--- src/rtl/matrix_row_scanner_if.sv ---
// Frame input and column/row drive signals of the matrix row scanner.
// master = frame source side, slave = the scanner itself.
interface matrix_row_scanner_if;
  logic [127:0] frame_in;
  logic         frame_valid;
  logic         ser_data;
  logic         ser_clk;
  logic         ser_latch;
  logic [7:0]   row_sel;
  logic         blank;
  logic         frame_done;

  modport master (
    output frame_in, frame_valid,
    input  ser_data, ser_clk, ser_latch, row_sel, blank, frame_done
  );

  modport slave (
    input  frame_in, frame_valid,
    output ser_data, ser_clk, ser_latch, row_sel, blank, frame_done
  );
endinterface

--- src/rtl/matrix_row_scanner.sv ---
// Double-buffered 8x16 frame scanner driving a 595-style column chain and a one-hot row select.
//
// state   | meaning
// --------+-------------------------------------------------------------
// S_IDLE  | after reset; waits for a pending or incoming frame
// S_LOAD  | copies shadow (or a same-cycle frame_in) into active, row 0
// S_SHIFT | clocks 16 column bits of the current row into the chain
// S_LATCH | one-cycle storage latch pulse with the display blanked
// S_HOLD  | current row lit for ROW_HOLD cycles, then next row or LOAD
module matrix_row_scanner #(
  parameter int CLK_DIV  = 4,
  parameter int ROW_HOLD = 1000
) (
  input  logic               clk,
  input  logic               rst,
  matrix_row_scanner_if.slave bus
);
  localparam int TMAX = (CLK_DIV > ROW_HOLD) ? CLK_DIV : ROW_HOLD;
  localparam int TW   = $clog2(TMAX + 1);
  localparam logic [TW-1:0] DIV_LOAD  = TW'(CLK_DIV - 1);
  localparam logic [TW-1:0] HOLD_LOAD = TW'(ROW_HOLD - 1);

  typedef enum logic [2:0] {S_IDLE, S_LOAD, S_SHIFT, S_LATCH, S_HOLD} state_t;

  state_t        state, state_n;
  logic [127:0]  shadow, active, active_n;
  logic          pending, pending_n;
  logic [2:0]    row, row_n;
  logic [3:0]    bit_idx, bit_n;
  logic [TW-1:0] tmr, tmr_n;
  logic          sdata_n, sclk_n, latch_n, blank_n, done_n;
  logic [7:0]    rowsel_n;
  logic          bit_start;
  logic [6:0]    bit_pos;

  always_ff @(posedge clk) begin
    if (rst) begin
      state          <= S_IDLE;
      row            <= '0;
      bit_idx        <= '0;
      tmr            <= '0;
      shadow         <= '0;
      active         <= '0;
      pending        <= 1'b0;
      bus.ser_data   <= 1'b0;
      bus.ser_clk    <= 1'b0;
      bus.ser_latch  <= 1'b0;
      bus.row_sel    <= 8'h00;
      bus.blank      <= 1'b1;
      bus.frame_done <= 1'b0;
    end else begin
      state          <= state_n;
      row            <= row_n;
      bit_idx        <= bit_n;
      tmr            <= tmr_n;
      active         <= active_n;
      pending        <= pending_n;
      if (bus.frame_valid) shadow <= bus.frame_in;
      bus.ser_data   <= sdata_n;
      bus.ser_clk    <= sclk_n;
      bus.ser_latch  <= latch_n;
      bus.row_sel    <= rowsel_n;
      bus.blank      <= blank_n;
      bus.frame_done <= done_n;
    end
  end

  always_comb begin
    state_n   = state;
    row_n     = row;
    bit_n     = bit_idx;
    tmr_n     = tmr;
    active_n  = active;
    pending_n = pending | bus.frame_valid;
    sdata_n   = bus.ser_data;
    sclk_n    = bus.ser_clk;
    latch_n   = 1'b0;
    blank_n   = bus.blank;
    rowsel_n  = bus.row_sel;
    done_n    = 1'b0;
    bit_start = 1'b0;
    unique case (state)
      S_IDLE: begin
        if (pending || bus.frame_valid) state_n = S_LOAD;
      end
      S_LOAD: begin
        active_n  = bus.frame_valid ? bus.frame_in : shadow;
        pending_n = 1'b0;
        row_n     = '0;
        bit_n     = '0;
        bit_start = 1'b1;
        state_n   = S_SHIFT;
      end
      S_SHIFT: begin
        if (tmr != '0) begin
          tmr_n = tmr - 1'b1;
        end else if (!bus.ser_clk) begin
          sclk_n = 1'b1;
          tmr_n  = DIV_LOAD;
        end else if (bit_idx == 4'd15) begin
          sclk_n  = 1'b0;
          latch_n = 1'b1;
          blank_n = 1'b1;
          state_n = S_LATCH;
        end else begin
          bit_n     = bit_idx + 4'd1;
          bit_start = 1'b1;
        end
      end
      S_LATCH: begin
        blank_n  = 1'b0;
        rowsel_n = 8'h01 << row;
        tmr_n    = HOLD_LOAD;
        // outputs are registered, so the pulse is armed one cycle ahead of the last HOLD cycle
        done_n   = (row == 3'd7) && (ROW_HOLD == 1);
        state_n  = S_HOLD;
      end
      S_HOLD: begin
        done_n = (row == 3'd7) && (tmr == TW'(1));
        if (tmr != '0) begin
          tmr_n = tmr - 1'b1;
        end else if (row == 3'd7) begin
          state_n = S_LOAD;
        end else begin
          row_n     = row + 3'd1;
          bit_n     = '0;
          bit_start = 1'b1;
          state_n   = S_SHIFT;
        end
      end
      default: state_n = S_IDLE;
    endcase
    // frame bit index is 127 - 16*row - bit, i.e. the complement of {row, bit}
    bit_pos = ~{row_n, bit_n};
    if (bit_start) begin
      sdata_n = active_n[bit_pos];
      sclk_n  = 1'b0;
      tmr_n   = DIV_LOAD;
    end
  end
endmodule

--- src/flat_wrapper.sv ---
// flat-port wrapper written by rule: the top's interface ports become plain ports
module matrix_row_scanner_flat 
#(
  parameter int CLK_DIV  = 4,
  parameter int ROW_HOLD = 1000
)
  (clk, rst, bus_frame_in, bus_frame_valid, bus_ser_data, bus_ser_clk, bus_ser_latch, bus_row_sel, bus_blank, bus_frame_done);
  matrix_row_scanner_if bus_i ();
  input  logic clk;
  input  logic rst;
  input wire logic [$bits(bus_i.frame_in)-1:0] bus_frame_in;
  input wire logic [$bits(bus_i.frame_valid)-1:0] bus_frame_valid;
  output wire logic [$bits(bus_i.ser_data)-1:0] bus_ser_data;
  output wire logic [$bits(bus_i.ser_clk)-1:0] bus_ser_clk;
  output wire logic [$bits(bus_i.ser_latch)-1:0] bus_ser_latch;
  output wire logic [$bits(bus_i.row_sel)-1:0] bus_row_sel;
  output wire logic [$bits(bus_i.blank)-1:0] bus_blank;
  output wire logic [$bits(bus_i.frame_done)-1:0] bus_frame_done;
  assign bus_i.frame_in = bus_frame_in;
  assign bus_i.frame_valid = bus_frame_valid;
  assign bus_ser_data = bus_i.ser_data;
  assign bus_ser_clk = bus_i.ser_clk;
  assign bus_ser_latch = bus_i.ser_latch;
  assign bus_row_sel = bus_i.row_sel;
  assign bus_blank = bus_i.blank;
  assign bus_frame_done = bus_i.frame_done;
  matrix_row_scanner #(.CLK_DIV(CLK_DIV), .ROW_HOLD(ROW_HOLD)) u_core (.clk(clk), .rst(rst), .bus(bus_i));
endmodule
--- config.mk ---
export PLATFORM = sky130hd
export DESIGN_NAME = matrix_row_scanner_flat
export DESIGN_NICKNAME = d
export VERILOG_FILES = /design/src/rtl/matrix_row_scanner_if.sv /design/src/rtl/matrix_row_scanner.sv /design/src/flat_wrapper.sv
export SDC_FILE = /design/constraint.sdc
export NUM_CORES = 1
export LEC_CHECK = 0
export ABC_AREA = 0
export BUFFER_PORTS_ARGS = -buffer_cell sky130_fd_sc_hd__buf_4
export CAP_MARGIN = 20
export CORE_MARGIN = 2
export CORE_UTILIZATION = 50
export CTS_CLUSTER_SIZE = 12
export DETAILED_ROUTE_END_ITERATION = 10
export GPL_TIMING_DRIVEN = 1
export PLACE_DENSITY = 0.8
export SLEW_MARGIN = 20
export SYNTH_ARGS = -nofsm -noshare
export SYNTH_HDL_FRONTEND = slang
export SYNTH_SLANG_ARGS = --single-unit
export TNS_END_PERCENT = 1
--- constraint.sdc ---
create_clock -name clk -period 3.76 [get_ports clk]
set_input_delay 0 -clock clk [delete_from_list [all_inputs] [get_ports clk]]
set_output_delay 0 -clock clk [all_outputs]
set_load 0.005 [all_outputs]
Word level (Yosys, flattened, before mapping)
Cells that the tools add are included.
Widths: inputs -> output; s select.

word-level totals
  bits of input ports = 131
  bits in registers = 290
  word-level logic and storage cells = 94
  output and inout bits = 13

operators by class
  shift operators = 1
  $lt $le $gt $ge = 1
  reductions and logical operators = 16
  add/sub/neg operators = 3
  mux-type cells = 37
  bitwise logic cells = 6
  equal/unequal tests = 16

operator list
  cell                   number
  $mux 128               2
  $mux 10                3
  $pmux 10 s3            1
  $mux 3                 7
  $mux 4                 5
  $pmux 3 s5             1
  $pmux 4 s3             1
  $mux 1                 11
  $eq 10x1->1 const B    1
  $reduce_bool 10->1     1
  $sub 10x1->10 const B  1
  $lt 7x8->1 const B     1
  $ne 2x1->1 const B     4
  $shl 1x3->8 const A    1
  $bmux 1 s7             1
  $not 7->7              1
  $eq 3x2->1 const B     2
  $eq 3x3->1 const B     2
  $pmux 3 s2             1
  $reduce_and 3->1       2
  $reduce_or 2->1        3
  $reduce_and 5->1       1
  $add 4x1->4 const B    1
  $eq 4x4->1 const B     1
  other kinds (20)       25

Logic depth before layout (Yosys ltp)
Gate-level depths: netlist (run 1).

  depth after elaboration = 8
  gate-level depth with buffers = 16

Worst setup path after synthesis (run 1)
Ideal clock, no wire load.

  path type = register to register
  start point = register u_core.tmr[4]
  end point = register u_core.bus.ser_data
  library setup time = 0.096 ns
  cell stages (with the launch flop) = 13
  arrival time = 3.256 ns
  setup slack = 0.409 ns
  path through = dfxtp_1 buf_6 or4_1 buf_6 or4_4 nor2_2 mux2_2 o22ai_1 a21oi_1 o211ai_1 a21oi_1 or4_1 o41ai_2

on the way
  word-level cells in the longest chain between the ends = 6

ends and longest elaborated chain
  element                                          line                                                 text
  start, declared                                  matrix_row_scanner.sv:30                             logic [TW-1:0] tmr, tmr_n;
  start signal, assigned                           matrix_row_scanner.sv:55                             tmr <= tmr_n;
  $reduce_bool 10->1 (*)                           matrix_row_scanner.sv:95, matrix_row_scanner.sv:120
  $mux 4 (tied with other cells)                   matrix_row_scanner.sv:120                            if (tmr != '0) begin
  $pmux 4 s3 / $pmux 3 s2 (equally long branches)  matrix_row_scanner.sv:82                             unique case (state)
  $not 7->7                                        matrix_row_scanner.sv:134                            bit_pos = ~{row_n, bit_n};
  $bmux 1 s7                                       matrix_row_scanner.sv:136                            sdata_n = active_n[bit_pos];
  $mux 1 (not written as such)                     matrix_row_scanner.sv:136
  end signal, assigned                             matrix_row_scanner.sv:59                             bus.ser_data <= sdata_n;
  end, declared                                    matrix_row_scanner_if.sv:20                          output ser_data, ser_clk, ser_latch, row_sel, blank, frame_done

Mark *: on every way between the ends. The rest lies on a longest branch, timed or not. The select of a mux whose other input is x is not followed.
A chain may end at the register's enable or synchronous reset.

Final worst setup path (run 1)
  start point = register u_core.tmr[5]
  end point = register u_core.bus.ser_data

Same word-level chain as after synthesis.

==> results.tsv, run 1 <==
stage	metric	value	unit
synth	synth-seq-cells	290	
synth	synth_nets	1552	
cts	clkTransAtPathRegs	0.06	ns
detailed_routing	antenna_left	0	
worst_setup_path	end_kind	register	
die	core_area	24200	µm²
synth	ys.flop_type	dfxtp_1	
worst_setup_path	worstRegToRegCells	11	
worst_setup_path	arrival	4.03	ns
detailed_routing	dr_total_vias	11100	
timing	post-route-min-period	3.57	ns
cts	cts_root_buf	clkbuf_16	
worst_setup_path	worstSetupStartpointType	register	
cells_and_area	n_fill_cell	1826	
worst_setup_path	startpoint	u_core.tmr[5]	
worst_setup_path	reg2reg_from	u_core.tmr[5]	
placement	post-dp-hpwl	21900	µm
hold_path	holdPathStages	3	
cts	clock-sinks	290	
die	dieArea	25700	µm²
die	initial_core_util	0.505	
cells_and_area	drive_gt1_frac	0.163	
timing	final_max_slew_viol_count	0	
cells_and_area	diodes	0	
die	die_y	160	µm
cells_and_area	ff_latch_area	5810	µm²
hold_path	hold_path.class	in -> reg	
worst_setup_path	crit_required	4.21	ns
synth	synth_warnings	0	
detailed_routing	dr.pass1.iters	6	
pwr	max-vdd-ir-drop	399	µV
global_routing	grt_max_degree	118	
worst_setup_path	worstSetupPathType	reg -> reg	
placement	port-buffer-count	143	
cts	htree_levels	1	
global_routing	gr-total-overflow	0	
synth	async_flop_share	0	
pwr	p_sw	3.77	mW
pwr	p_int	6.93	mW
cts	clock_latency	0.55	ns
timing	final_hold_viol_count	0	
global_routing	antenna_found_initial	0	
pwr	p_sw_frac	0.352	
timing	rsz0062_at_grt	no	
timing	fin_setup_tns	0	ns
detailed_routing	vias_per_cell	5.55	
cts	cts_tree	yes	
timing	finalCritPeriodShare	0.951	
detailed_routing	drc	0	
pwr	power_frac_clock	0.264	
cts	clockBufferDepth	3	
cells_and_area	multi_input_area	5930	µm²
timing	fmax	0.280	GHz
pwr	p_seq_frac	0.388	
timing	slew_headroom	0.444	
cells_and_area	area_growth_syn_to_layout	30.1	%
timing	finalSetupViolCount	0	
cells_and_area	layout.nets	1797	
global_routing	grt_pass1_wl	56600	µm
placement	post-place-ws	0.206	ns
pwr	pwr-share-comb	0.347	
timing	worst_pin_slew	0.834	ns
cts	cts_made_buffers	30	
synth	yosysSeqAreaShare	0.475	
job	maxCapViolations	0	
detailed_routing	wl_per_cell	17.6	µm
status	outcome	finished clean	
die	pin_count	144	
detailed_routing	routed_wl	35100	µm
detailed_routing	drt_iter0_markers	1009	
pwr	power_density	673	nW/µm²
synth	syn_area	12200	µm²
hold_path	hp-start	bus_frame_valid	
timing	setup_ws	0.185	ns
placement	globalplace.congestion	0.940	
synth	synth_cells	1413	
pwr	power.leakage	6.55	nW
cells_and_area	final_util	0.657	
synth	synth_cell_types	67	
worst_setup_path	crit_path_max_fanout	12	
global_routing	gr-usage-all-layers	0.270	
timing	finClkSkew	0.0196	ns
synth	avgSynthCellArea	8.65	µm²
synth	synth_edf_count	0	
global_routing	grt_pass1_vias	11000	
die	die_x	160	µm
die	core.rowCount	57	
[critical path, cell delays in order, from the launching register on]
cell and delay [ns]:
dfxtp_1 0.36, or4_1 0.64, or4_4 0.62, nor3_4 0.19
nor2_2 0.06, buf_4 0.23, mux2_1 0.28, o41ai_1 0.07
a21oi_1 0.18, a211oi_1 0.06, or4_1 0.50, o41ai_2 0.27
[power groups by stage]
stage / combinational (mW) / sequential, mW / clock [mW]
2_1_floorplan: 2.55 / 4.07 / 0
3_3_place_gp: 3.43 / 4.17 / 0
3_5_place_dp: 3.49 / 4.20 / 0
4_1_cts: 3.63 / 4.14 / 2.84
5_1_grt: 4.16 / 4.22 / 2.97
6_report: 3.72 / 4.16 / 2.82
[metrics by stage]
stage / power (mW) / cells / cell area (µm²) / hold WS (ns)
4_1_cts: 10.6 / 1994 / 15900 / 0.0574
3_3_place_gp: 7.61 / 1821 / 13700 / 0.265
5_1_grt: 11.3 / 1995 / 15900 / 0.0888
6_report: 10.7 / 1995 / 15900 / 0.0653
2_1_floorplan: 6.62 / 1413 / 12200 / 0.167
3_5_place_dp: 7.69 / 1821 / 13700 / 0.274
[cells in the mapped netlist, drive strengths merged, types with 2 or more instances]
master / n / share of area
inv: 9 / 0.0028
ha: 8 / 0.0082
buf: 31 / 0.016
a21o: 2 / 0.0012
a31oi: 5 / 0.0026
dfxtp: 290 / 0.48
and2: 4 / 0.0020
a21oi: 50 / 0.021
nand3b: 5 / 0.0031
mux2: 14 / 0.013
nand2b: 6 / 0.0031
or4: 4 / 0.0028
a211oi: 63 / 0.039
nand2: 133 / 0.041
nor4: 14 / 0.0084
o211ai: 16 / 0.0098
a41oi: 2 / 0.0014
nor2b: 10 / 0.0051
or3b: 4 / 0.0029
nor3: 14 / 0.0067
clkbuf: 78 / 0.024
o311ai: 2 / 0.0014
o21a: 2 / 0.0012
and4b: 2 / 0.0016
o31ai: 2 / 0.0012
a31o: 4 / 0.0029
nand3: 11 / 0.0045
o22ai: 11 / 0.0056
nor3b: 4 / 0.0025
or3: 4 / 0.0020
o21ai: 119 / 0.049
o221ai: 3 / 0.0022
a311oi: 3 / 0.0022
a211o: 2 / 0.0014
and3: 2 / 0.0010
a22oi: 4 / 0.0025
o41ai: 3 / 0.0028
mux2i: 148 / 0.12
nor2: 312 / 0.097
[path summary, 6_finish.rpt]
path,end,slack (ns)
worst max register to register,u_core.bus.ser_data,0.19
worst min register to register,u_core.active[23],0.46
worst min-delay path,u_core.shadow[35],0.07
worst max-delay path,u_core.bus.ser_data,0.19
[cell usage in the layout (no fill, tap or decap), types with 5 or more instances in the layout]
master,count
ha_1,8
clkbuf_16,31
mux2i_1,147
dfxtp_1,290
nand3_1,11
clkbuf_1,5
nor2b_1,10
nor2_1,308
buf_4,187
mux2_2,12
nor3_1,13
dlygate4sd3_1,128
o211ai_1,16
buf_12,5
nand2b_1,6
o22ai_1,11
nand3b_1,5
a21oi_1,46
a211oi_1,63
inv_1,9
a31oi_1,5
nand2_1,131
o21ai_0,115
nor4_1,13
[timing repair]
action	CTS	global route
setup endpoints to repair	0	1
endpoints found under the hold margin	229	0
gates resized for setup	0	7
setup buffers	0	1
hold buffers	128	0
[logic make-up (layout without fill, tap and decap cells)]
group           Yosys count  after routing  synth area share
simple gates            533            533             0.187
compound gates          301            301             0.153
flops                   290            290             0.475
mux                     162            162             0.134
buf+inv                 118            376            0.0424
fa+ha+maj                 8              8           0.00819
xor+xnor                  1              1          0.000717
[metal layers]
| layer | GRT usage | vias to the layer above | part of all wire |
|---|---|---|---|
| met5 | 0 | - | 0 |
| met1 | 0.362 | 5237 | 0.45 |
| met4 | 0.0827 | 0 | 0.025 |
| met2 | 0.455 | 379 | 0.48 |
| met3 | 0.0354 | 71 | 0.054 |
| li1 | - | 5385 | - |
[sequential cells by signal (all words and copies together) (netlist names), 3 cells and up]
register and flops:
u_core.row 3, u_core.active 128, u_core.shadow 128, u_core.bus.row_sel 8
u_core.tmr 10, u_core.state 3, u_core.bit_idx 4
[layout make-up]
type | instances | share of cell area
Multi-Input combinational cell | 1005 | 0.373
Tap cell | 324 | 0.0255
Sequential cell | 290 | 0.365
Clock inverter | 7 | 0.00551
Timing Repair Buffer | 322 | 0.177
Clock buffer | 38 | 0.0517
Inverter | 9 | 0.00213
No activity file was read; power rests on OpenSTA's default activity.
==> run 2, diff against run 1 <==
--- a/config.mk
+++ b/config.mk
@@ -5,7 +5,7 @@
 export SDC_FILE = /design/constraint.sdc
 export NUM_CORES = 1
 export LEC_CHECK = 0
-export ABC_AREA = 0
+export ABC_AREA = 1
 export BUFFER_PORTS_ARGS = -buffer_cell sky130_fd_sc_hd__buf_4
 export CAP_MARGIN = 20
 export CORE_MARGIN = 2
@@ -14,6 +14,7 @@
 export DETAILED_ROUTE_END_ITERATION = 10
 export GPL_TIMING_DRIVEN = 1
 export PLACE_DENSITY = 0.8
+export SKIP_LAST_GASP = 1
 export SLEW_MARGIN = 20
 export SYNTH_ARGS = -nofsm -noshare
 export SYNTH_HDL_FRONTEND = slang
==> constraint.sdc (replaced) <==
create_clock -name clk -period 3.76 [get_ports clk]
set_input_delay 0.376 -clock clk [delete_from_list [all_inputs] [get_ports clk]]
set_output_delay 0.376 -clock clk [all_outputs]
set_load 0.005 [all_outputs]
==> run 2 against run 1 <==
Worst hold slack improved by 0.036 ns; maximum frequency rose by 23%; critical path type unchanged; clock power is 2% higher; critical endpoint unchanged; area after synthesis is 1.6% lower; global-route usage down 4.8 points; largest power group unchanged; core utilization decreased by 5.9 points; non-clock buffer count fell by 166.
==> results.tsv, run 2 <==
stage	metric	value	unit	change
timing	finalSetupViolCount	0		unchanged
status	outcome	finished clean		unchanged
global_routing	grt_max_degree	184		was 118
cells_and_area	final_cell_mix	dfxtp_1, nor2_1, nand2_1		was nor2_1, dfxtp_1, buf_4
die	core.rowCount	56		was 57
placement	port-buffer-count	143		unchanged
die	core_area	23500	µm²	was 24200 µm²
pwr	max-vdd-ir-drop	369	µV	was 399 µV
synth	syn_area	12000	µm²	was 12200 µm²
pwr	power.leakage	6.33	nW	was 6.55 nW
worst_setup_path	arrival	3.40	ns	was 4.03 ns
worst_setup_path	timing.rr.end	u_core.bus.ser_data		unchanged
pwr	p_sw_frac	0.346		was 0.352
detailed_routing	routed_wl	28600	µm	was 35100 µm
timing	setup_ws	0.852	ns	was 0.185 ns
worst_setup_path	slowest_delay	0.57	ns	was 0.64 ns
worst_setup_path	crit_required	4.25	ns	was 4.21 ns
worst_setup_path	regToRegSetupSlack	0.85	ns	was 0.19 ns
cts	cts_tree	yes		unchanged
detailed_routing	vias_per_cell	5.30		was 5.55
synth	avgSynthCellArea	8.03	µm²	was 8.65 µm²
cts	cts_setup_buffers	0		unchanged
global_routing	gr-total-overflow	0		unchanged
timing	post-route-min-period	2.91	ns	was 3.57 ns
cells_and_area	diodes	0		unchanged
timing	fmax	0.344	GHz	was 0.280 GHz
synth	yosys.area.top_type	dfxtp_1		unchanged
synth	synth_cells	1497		was 1413
hold_path	hp-start	bus_frame_in[64]		was bus_frame_valid
global_routing	grt_pass1_wl	47900	µm	was 56600 µm
timing	finalCritPeriodShare	0.773		was 0.951
synth	async_flop_share	0		unchanged
placement	globalplace.congestion	0.854		was 0.940
synth	yosysMostFrequentCell	dfxtp_1		was nor2_1
pwr	p_int	6.65	mW	was 6.93 mW
cts	cts_hold_buffers	0		was 128
detailed_routing	drt_iter0_markers	817		was 1009
worst_setup_path	reg2reg_from	u_core.bit_idx[1]		was u_core.tmr[5]
synth	synth-seq-cells	290		unchanged
cells_and_area	n_fill_cell	2062		was 1826
global_routing	antenna_found_initial	0		unchanged
synth	yosys.area.top_type_share	0.483		was 0.475
cts	clockBufferDepth	3		unchanged
worst_setup_path	worstRegToRegCells	19		was 11
worst_setup_path	end_kind	register		unchanged
timing	finClkSkew	0.00940	ns	was 0.0196 ns
die	pin_count	144		unchanged
timing	fin_setup_tns	0	ns	unchanged
global_routing	gr-usage-all-layers	0.222		was 0.270
synth	synth_edf_count	0		unchanged
placement	placed_area	13100	µm²	was 13700 µm²
cts	cts_made_buffers	30		unchanged
cts	clkTransAtPathRegs	0.06	ns	about the same
detailed_routing	drc	0		unchanged
worst_setup_path	worstSetupStartpointType	register		unchanged
die	initial_core_util	0.511		was 0.505
pwr	pwr-share-comb	0.325		was 0.347
pwr	p_sw	3.53	mW	was 3.77 mW
detailed_routing	dr.pass1.iters	8		was 6
die	die_x	159	µm	was 160 µm
cells_and_area	ff_latch_area	5810	µm²	unchanged
worst_setup_path	slowest_stage	nand2_2		was or4_1
detailed_routing	dr_total_vias	10200		was 11100
die	die_y	159	µm	was 160 µm
timing	fin_hold_ws	0.101	ns	was 0.0653 ns
cts	clock_latency	0.54	ns	was 0.55 ns
worst_setup_path	path_cells	ha_1 > nand2_1 > inv_1 > nand2_1 > nand2_1 > inv_1 > nand2_1 > nand2_1 > nand2_4 > nand2_1 > nand2_2 > nand3_1 > nand3_1 > nand3_1 > nand3_1 > nand3_1 > nand3_1 > nand3_1 > nand2_1		was or4_1 > or4_4 > nor3_4 > nor2_2 > buf_4 > mux2_1 > o41ai_1 > a21oi_1 > a211oi_1 > or4_1 > o41ai_2
cells_and_area	biggestRegsByFlops	u_core.active (128), u_core.shadow (128), u_core.tmr (10)		unchanged
pwr	power_frac_clock	0.283		was 0.264
cells_and_area	final_common_cell	dfxtp_1		was nor2_1
cts	cts_resized	0		unchanged
timing	worst_pin_slew	0.829	ns	was 0.834 ns
timing	rsz0062_at_grt	no		unchanged
placement	post-dp-hpwl	18800	µm	was 21900 µm
cts	cts_root_buf	clkbuf_16		unchanged
detailed_routing	antenna_left	0		unchanged
cells_and_area	multi_input_area	5510	µm²	was 5930 µm²
cts	htree_levels	1		unchanged
synth	synth_cell_types	34		was 67
hold_path	holdPathEnd	u_core.shadow[64]		was u_core.shadow[35]
timing	final_hold_viol_count	0		unchanged
pwr	p_seq_frac	0.392		was 0.388
job	maxCapViolations	0		unchanged
cells_and_area	layout.nets	1722		was 1797
worst_setup_path	crit_path_max_fanout	32		was 12
synth	yosysSeqAreaShare	0.483		was 0.475
synth	synth_nets	1636		was 1552
synth	synth_warnings	0		unchanged
synth	yosys-top-cells-area	dfxtp_1, mux2i_1, nor2_1, nand3_1, nand2_1		was dfxtp_1, mux2i_1, nor2_1, o21ai_0, nand2_1
global_routing	grt_pass1_vias	9882		was 11000
cells_and_area	area_growth_syn_to_layout	17.2	%	was 30.1%
timing	final_max_slew_viol_count	0		unchanged
synth	yosys-top-cells-count	dfxtp_1, nor2_1, nand2_1, nand3_1, o21ai_0		was nor2_1, dfxtp_1, mux2i_1, nand2_1, o21ai_0
hold_path	holdPathStages	3		unchanged
worst_setup_path	worstSetupPathType	reg -> reg		unchanged
timing	slew_headroom	0.445		was 0.444
cells_and_area	final_area	14100	µm²	was 15900 µm²
cells_and_area	drive_gt1_frac	0.140		was 0.163
pwr	power_density	723	nW/µm²	was 673 nW/µm²
die	dieArea	25300	µm²	was 25700 µm²
hold_path	hold_path.class	in -> reg		unchanged
placement	post-place-ws	0.891	ns	was 0.206 ns
synth	ys.flop_type	dfxtp_1		unchanged
cts	clock-sinks	290		unchanged
detailed_routing	wl_per_cell	14.9	µm	was 17.6 µm
cells_and_area	final_util	0.598		was 0.657
-- run 2: cell types whose count changed after synthesis, sizes merged, moves of 20 or more --
cell	delta
a21oi	-32
clkbuf	-40
a211oi	-59
mux2i	-20
nor2	-26
nand3	+188
buf	+33
nand2	+112
inv	+41
-- run 2: final cells by class --
cell class,count,area share
Inverter,50,0.0137
Clock buffer,42,0.0623
Timing Repair Buffer,156,0.0874
Tap cell,319,0.0283
Multi-Input combinational cell,1055,0.391
Clock inverter,5,0.00533
Sequential cell,290,0.412
-- run 2: critical path: cells and delay by family, from the launching register on --
kind | cells | cell delay, ns
adder cells (fa/ha/maj) | 1 | 0.21
buffers and inverters | 2 | 0.15
AND/OR/NAND/NOR | 16 | 2.06
flip-flops | 1 | 0.41
-- run 2: cells by family (layout without fill, tap and decap cells) --
| family | after synthesis | after routing | synth area share |
|---|---|---|---|
| AND/OR/NAND/NOR | 737 | 737 | 0.259 |
| flip-flops | 290 | 290 | 0.483 |
| adder cells (fa/ha/maj) | 8 | 8 | 0.00832 |
| multiplexers | 128 | 128 | 0.107 |
| buffers and inverters | 152 | 253 | 0.0591 |
| AO/OA/AOI/OAI | 176 | 176 | 0.0799 |
| XOR/XNOR | 6 | 6 | 0.00437 |
-- run 2: through the flow --
| step | std cells | total power [mW] |
|---|---|---|
| after floorplan | 1497 | 6.59 |
| after global placement | 1870 | 7.20 |
| after detailed placement | 1870 | 7.29 |
| after CTS | 1917 | 10.2 |
| after global routing | 1917 | 10.9 |
| final | 1917 | 10.2 |
-- run 2: power groups by stage --
stage / Sequential [mW] / Combinational (mW) / Clock (mW)
finish: 3.99 / 3.31 / 2.88
global route: 4.06 / 3.78 / 3.05
CTS: 3.99 / 3.29 / 2.92
detailed placement: 4.05 / 3.25 / 0
global placement: 4.02 / 3.17 / 0
floorplan: 3.99 / 2.60 / 0
-- run 2: per-layer routing --
metal  part of all wire  GRT usage  vias to the layer above
li1                   -          -                     5104
met1               0.44      0.288                     4692
met2               0.49      0.383                      316
met3              0.049     0.0302                       57
met4              0.027     0.0731                        0
met5                  0          0                        -
-- run 2: worst max path at each step --
stage | start | end | slack [ns] | cells after the start
floorplan | u_core.bit_idx[1] | u_core.bus.ser_data | 1.63 | 19
global placement | u_core.state[0] | u_core.bus.ser_data | 0.99 | 14
detailed placement | u_core.bit_idx[1] | u_core.bus.ser_data | 0.89 | 19
CTS | u_core.bit_idx[1] | u_core.bus.ser_data | 0.88 | 19
global route | u_core.bit_idx[1] | u_core.bus.ser_data | 0.57 | 19
finish | u_core.bit_idx[1] | u_core.bus.ser_data | 0.85 | 19
==> run 3, diff against run 2 <==
--- a/config.mk
+++ b/config.mk
@@ -5,7 +5,7 @@
 export SDC_FILE = /design/constraint.sdc
 export NUM_CORES = 1
 export LEC_CHECK = 0
-export ABC_AREA = 1
+export ABC_AREA = 0
 export BUFFER_PORTS_ARGS = -buffer_cell sky130_fd_sc_hd__buf_4
 export CAP_MARGIN = 20
 export CORE_MARGIN = 2
@@ -13,7 +13,7 @@
 export CTS_CLUSTER_SIZE = 12
 export DETAILED_ROUTE_END_ITERATION = 10
 export GPL_TIMING_DRIVEN = 1
-export PLACE_DENSITY = 0.8
+export PLACE_DENSITY = 0.83
 export SKIP_LAST_GASP = 1
 export SLEW_MARGIN = 20
 export SYNTH_ARGS = -nofsm -noshare
==> constraint.sdc (replaced) <==
create_clock -name clk -period 2.5 [get_ports clk]
set_input_delay 0.25 -clock clk [delete_from_list [all_inputs] [get_ports clk]]
set_output_delay 0.25 -clock clk [all_outputs]
set_load 0.005 [all_outputs]
==> run 3 against run 2 <==
The run now ends with negative hold slack, negative setup slack left; sequential power rose by 57%; cell count up 11%; design area rose by 20%; core utilization grew 10 points; die area is 1.6% higher; worst hold slack got worse by 0.10 ns; sequential cell count stayed put; total power up 71%; clock power increased by 47%; critical path depth decreased by 6; clock-buffer cell count fell by 1; register-to-register slack lost 1.7 ns; critical endpoint unchanged; largest cell class is now multi-input combinational cells.
==> results.tsv, run 3 (same netlist as run 1, synthesis figures left out) <==
stage	metric	value	unit	change
status	outcome	finished with violations		was finished clean
status	failed_checks	negative hold slack, negative setup slack		
global_routing	gr-total-overflow	0		unchanged
detailed_routing	drt_iter0_markers	892		was 817
cells_and_area	diodes	0		unchanged
timing	finalSetupViolCount	12		was 0
placement	post-place-ws	-0.861	ns	was 0.891 ns
cts	cts_tree	yes		unchanged
global_routing	grt_max_degree	148		was 184
timing	final_max_slew_viol_count	0		unchanged
detailed_routing	dr_total_vias	11700		was 10200
cts	clock-sinks	290		unchanged
cells_and_area	biggestRegsByFlops	u_core.active (128), u_core.shadow (128), u_core.tmr (10)		unchanged
pwr	finalPower	17.4	mW	was 10.2 mW
timing	finalCritPeriodShare	1.33		was 0.773
cts	htree_levels	1		unchanged
job	maxCapViolations	0		unchanged
die	die_x	160	µm	was 159 µm
global_routing	grt_pass1_wl	58900	µm	was 47900 µm
pwr	power_density	1030	nW/µm²	was 723 nW/µm²
timing	rsz0062_at_grt	yes		was no
timing	slew_headroom	0.586		was 0.445
pwr	power.leakage	7.20	nW	was 6.33 nW
worst_setup_path	path_cells	inv_2 > ha_1 > or3b_4 > or4_4 > nor3_4 > buf_4 > nor2_2 > mux2_4 > o41ai_1 > a21oi_2 > a211oi_1 > or4_4 > o41ai_2		was ha_1 > nand2_1 > inv_1 > nand2_1 > nand2_1 > inv_1 > nand2_1 > nand2_1 > nand2_4 > nand2_1 > nand2_2 > nand3_1 > nand3_1 > nand3_1 > nand3_1 > nand3_1 > nand3_1 > nand3_1 > nand2_1
placement	post-dp-hpwl	24100	µm	was 18800 µm
pwr	max-vdd-ir-drop	736	µV	was 369 µV
worst_setup_path	worstRegToRegCells	13		was 19
cells_and_area	final_common_cell	buf_4		was dfxtp_1
die	pin_count	144		unchanged
detailed_routing	dr.pass1.iters	7		was 8
worst_setup_path	arrival	3.77	ns	was 3.40 ns
detailed_routing	routed_wl	37300	µm	was 28600 µm
die	initial_core_util	0.505		was 0.511
die	dieArea	25700	µm²	was 25300 µm²
worst_setup_path	cpMostUsedCell	or4_4		
worst_setup_path	worstSetupPathDepth	13		was 19
cts	cts_root_buf	clkbuf_16		unchanged
timing	finClkSkew	0.00909	ns	was 0.00940 ns
worst_setup_path	crit_required	2.95	ns	was 4.25 ns
placement	globalplace.congestion	0.955		was 0.854
cells_and_area	drive_gt1_frac	0.250		was 0.140
worst_setup_path	critPathTopFamily	simple AND/OR/NAND/NOR gates		unchanged
timing	worst_pin_slew	0.614	ns	was 0.829 ns
die	core_area	24200	µm²	was 23500 µm²
die	die_y	160	µm	was 159 µm
detailed_routing	wl_per_cell	17.6	µm	was 14.9 µm
worst_setup_path	worstSetupStartpointType	register		unchanged
global_routing	antenna_found_initial	0		unchanged
worst_setup_path	slowest_delay	0.55	ns	was 0.57 ns
cells_and_area	layout.nets	1920		was 1722
worst_setup_path	slowest_stage	or4_4		was nand2_2
worst_setup_path	crit_buf_inv	2		unchanged
timing	fmax	0.302	GHz	was 0.344 GHz
die	core.rowCount	57		was 56
worst_setup_path	end_kind	register		unchanged
timing	post-route-min-period	3.31	ns	was 2.91 ns
placement	port-buffer-count	143		unchanged
timing	fin_hold_ws	-0.00192	ns	was 0.101 ns
detailed_routing	vias_per_cell	5.52		was 5.30
cts	clockBufferDepth	3		unchanged
timing	setup_ws	-0.814	ns	was 0.852 ns
hold_path	hold_path.class	in -> reg		unchanged
global_routing	gr-usage-all-layers	0.281		was 0.222
timing	final_hold_viol_count	1		was 0
global_routing	grt_pass1_vias	11500		was 9882
cells_and_area	final_cell_mix	buf_4, nor2_1, dfxtp_1		was dfxtp_1, nor2_1, nand2_1
cts	clkTransAtPathRegs	0.06	ns	about the same
detailed_routing	drc	0		unchanged
worst_setup_path	crit_path_max_fanout	5		was 32
worst_setup_path	worstSetupPathType	reg -> reg		unchanged
cells_and_area	area_growth_syn_to_layout	38.7	%	was 17.2%
cts	cts_made_buffers	30		unchanged
detailed_routing	antenna_left	0		unchanged
cts	clock_latency	0.55	ns	was 0.54 ns
hold_path	holdPathStages	3		unchanged
==> run 3: changes by cell type in the layout (fill, tap and decap cells not counted), moves of 17 or more <==
cell           before  now
inv_1              43    7
a21oi_1            17   44
buf_4             150  329
o21ai_0           131  110
mux2i_1           128  145
nor2_1            281  307
nand2_1           237  130
nand3_1           196   11
dlygate4sd3_1       0   97
a211oi_1            4   63
==> run 3: power by group <==
group | switching [mW] | leakage (nW) | internal [mW] | total [mW]
sequential | 0.505 | 2.38 | 5.74 | 6.25
clock | 1.80 | 0.438 | 2.42 | 4.22
combinational | 3.85 | 4.38 | 3.11 | 6.95
==> run 3: worst reg2reg max path, stage by stage, from the launching register on <==
cell and delay (ns):
dfxtp_2 0.32, inv_2 0.06, ha_1 0.13, or3b_4 0.37
or4_4 0.55, nor3_4 0.28, buf_4 0.16, nor2_2 0.07
mux2_4 0.22, o41ai_1 0.07, a21oi_2 0.12, a211oi_1 0.06
or4_4 0.50, o41ai_2 0.31
==> run 3: timing repair <==
| item | CTS | global route |
|---|---|---|
| setup endpoints to repair | 6 | 16 |
| gates cloned | 0 | 0 |
| setup buffers | 21 | 3 |
| hold endpoints to repair | 97 | 0 |
| pin swaps | 16 | 6 |
| hold buffers | 97 | 0 |
| resized for setup | 31 | 13 |
==> run 3: per-stage QoR <==
| stage | instance area [µm²] | setup TNS (ns) | util | cells |
|---|---|---|---|---|
| final | 16900 | -3.93 | 0.701 | 2119 |
| after global routing | 16900 | -5.56 | 0.701 | 2119 |
| after CTS | 16900 | -3.13 | 0.698 | 2116 |
| after detailed placement | 14800 | -0.974 | 0.610 | 1953 |
| after global placement | 14800 | -0.870 | 0.610 | 1953 |
| after floorplan | 12300 | -29.10 | - | 1413 |
==> run 3: final timing paths <==
| kind | start | slack [ns] | end |
|---|---|---|---|
| max | u_core.tmr[0] | -0.81 | u_core.bus.ser_data |
| min | bus_frame_in[46] | -0.002 | u_core.shadow[46] |
| max reg2reg | u_core.tmr[0] | -0.81 | u_core.bus.ser_data |
| min reg2reg | u_core.bus.row_sel[2] | 0.45 | u_core.bus.row_sel[2] |
==> run 3: cell type report <==
type / instances / area, µm²
fillers: 1681 / 7230
multi-input cells: 1005 / 6060
flip-flops and latches: 290 / 5810
repair buffers: 445 / 3740
clock buffers: 41 / 843
well taps: 324 / 405
clock inverters: 5 / 56.3
inverters: 9 / 33.8
==> run 3: metal layers <==
metal	vias up	global-route usage	wire length, µm
met5	-	0	0
met4	0	0.0954	1210
met2	423	0.494	18300
met1	5566	0.355	15700
met3	89	0.0395	2100
li1	5624	-	-
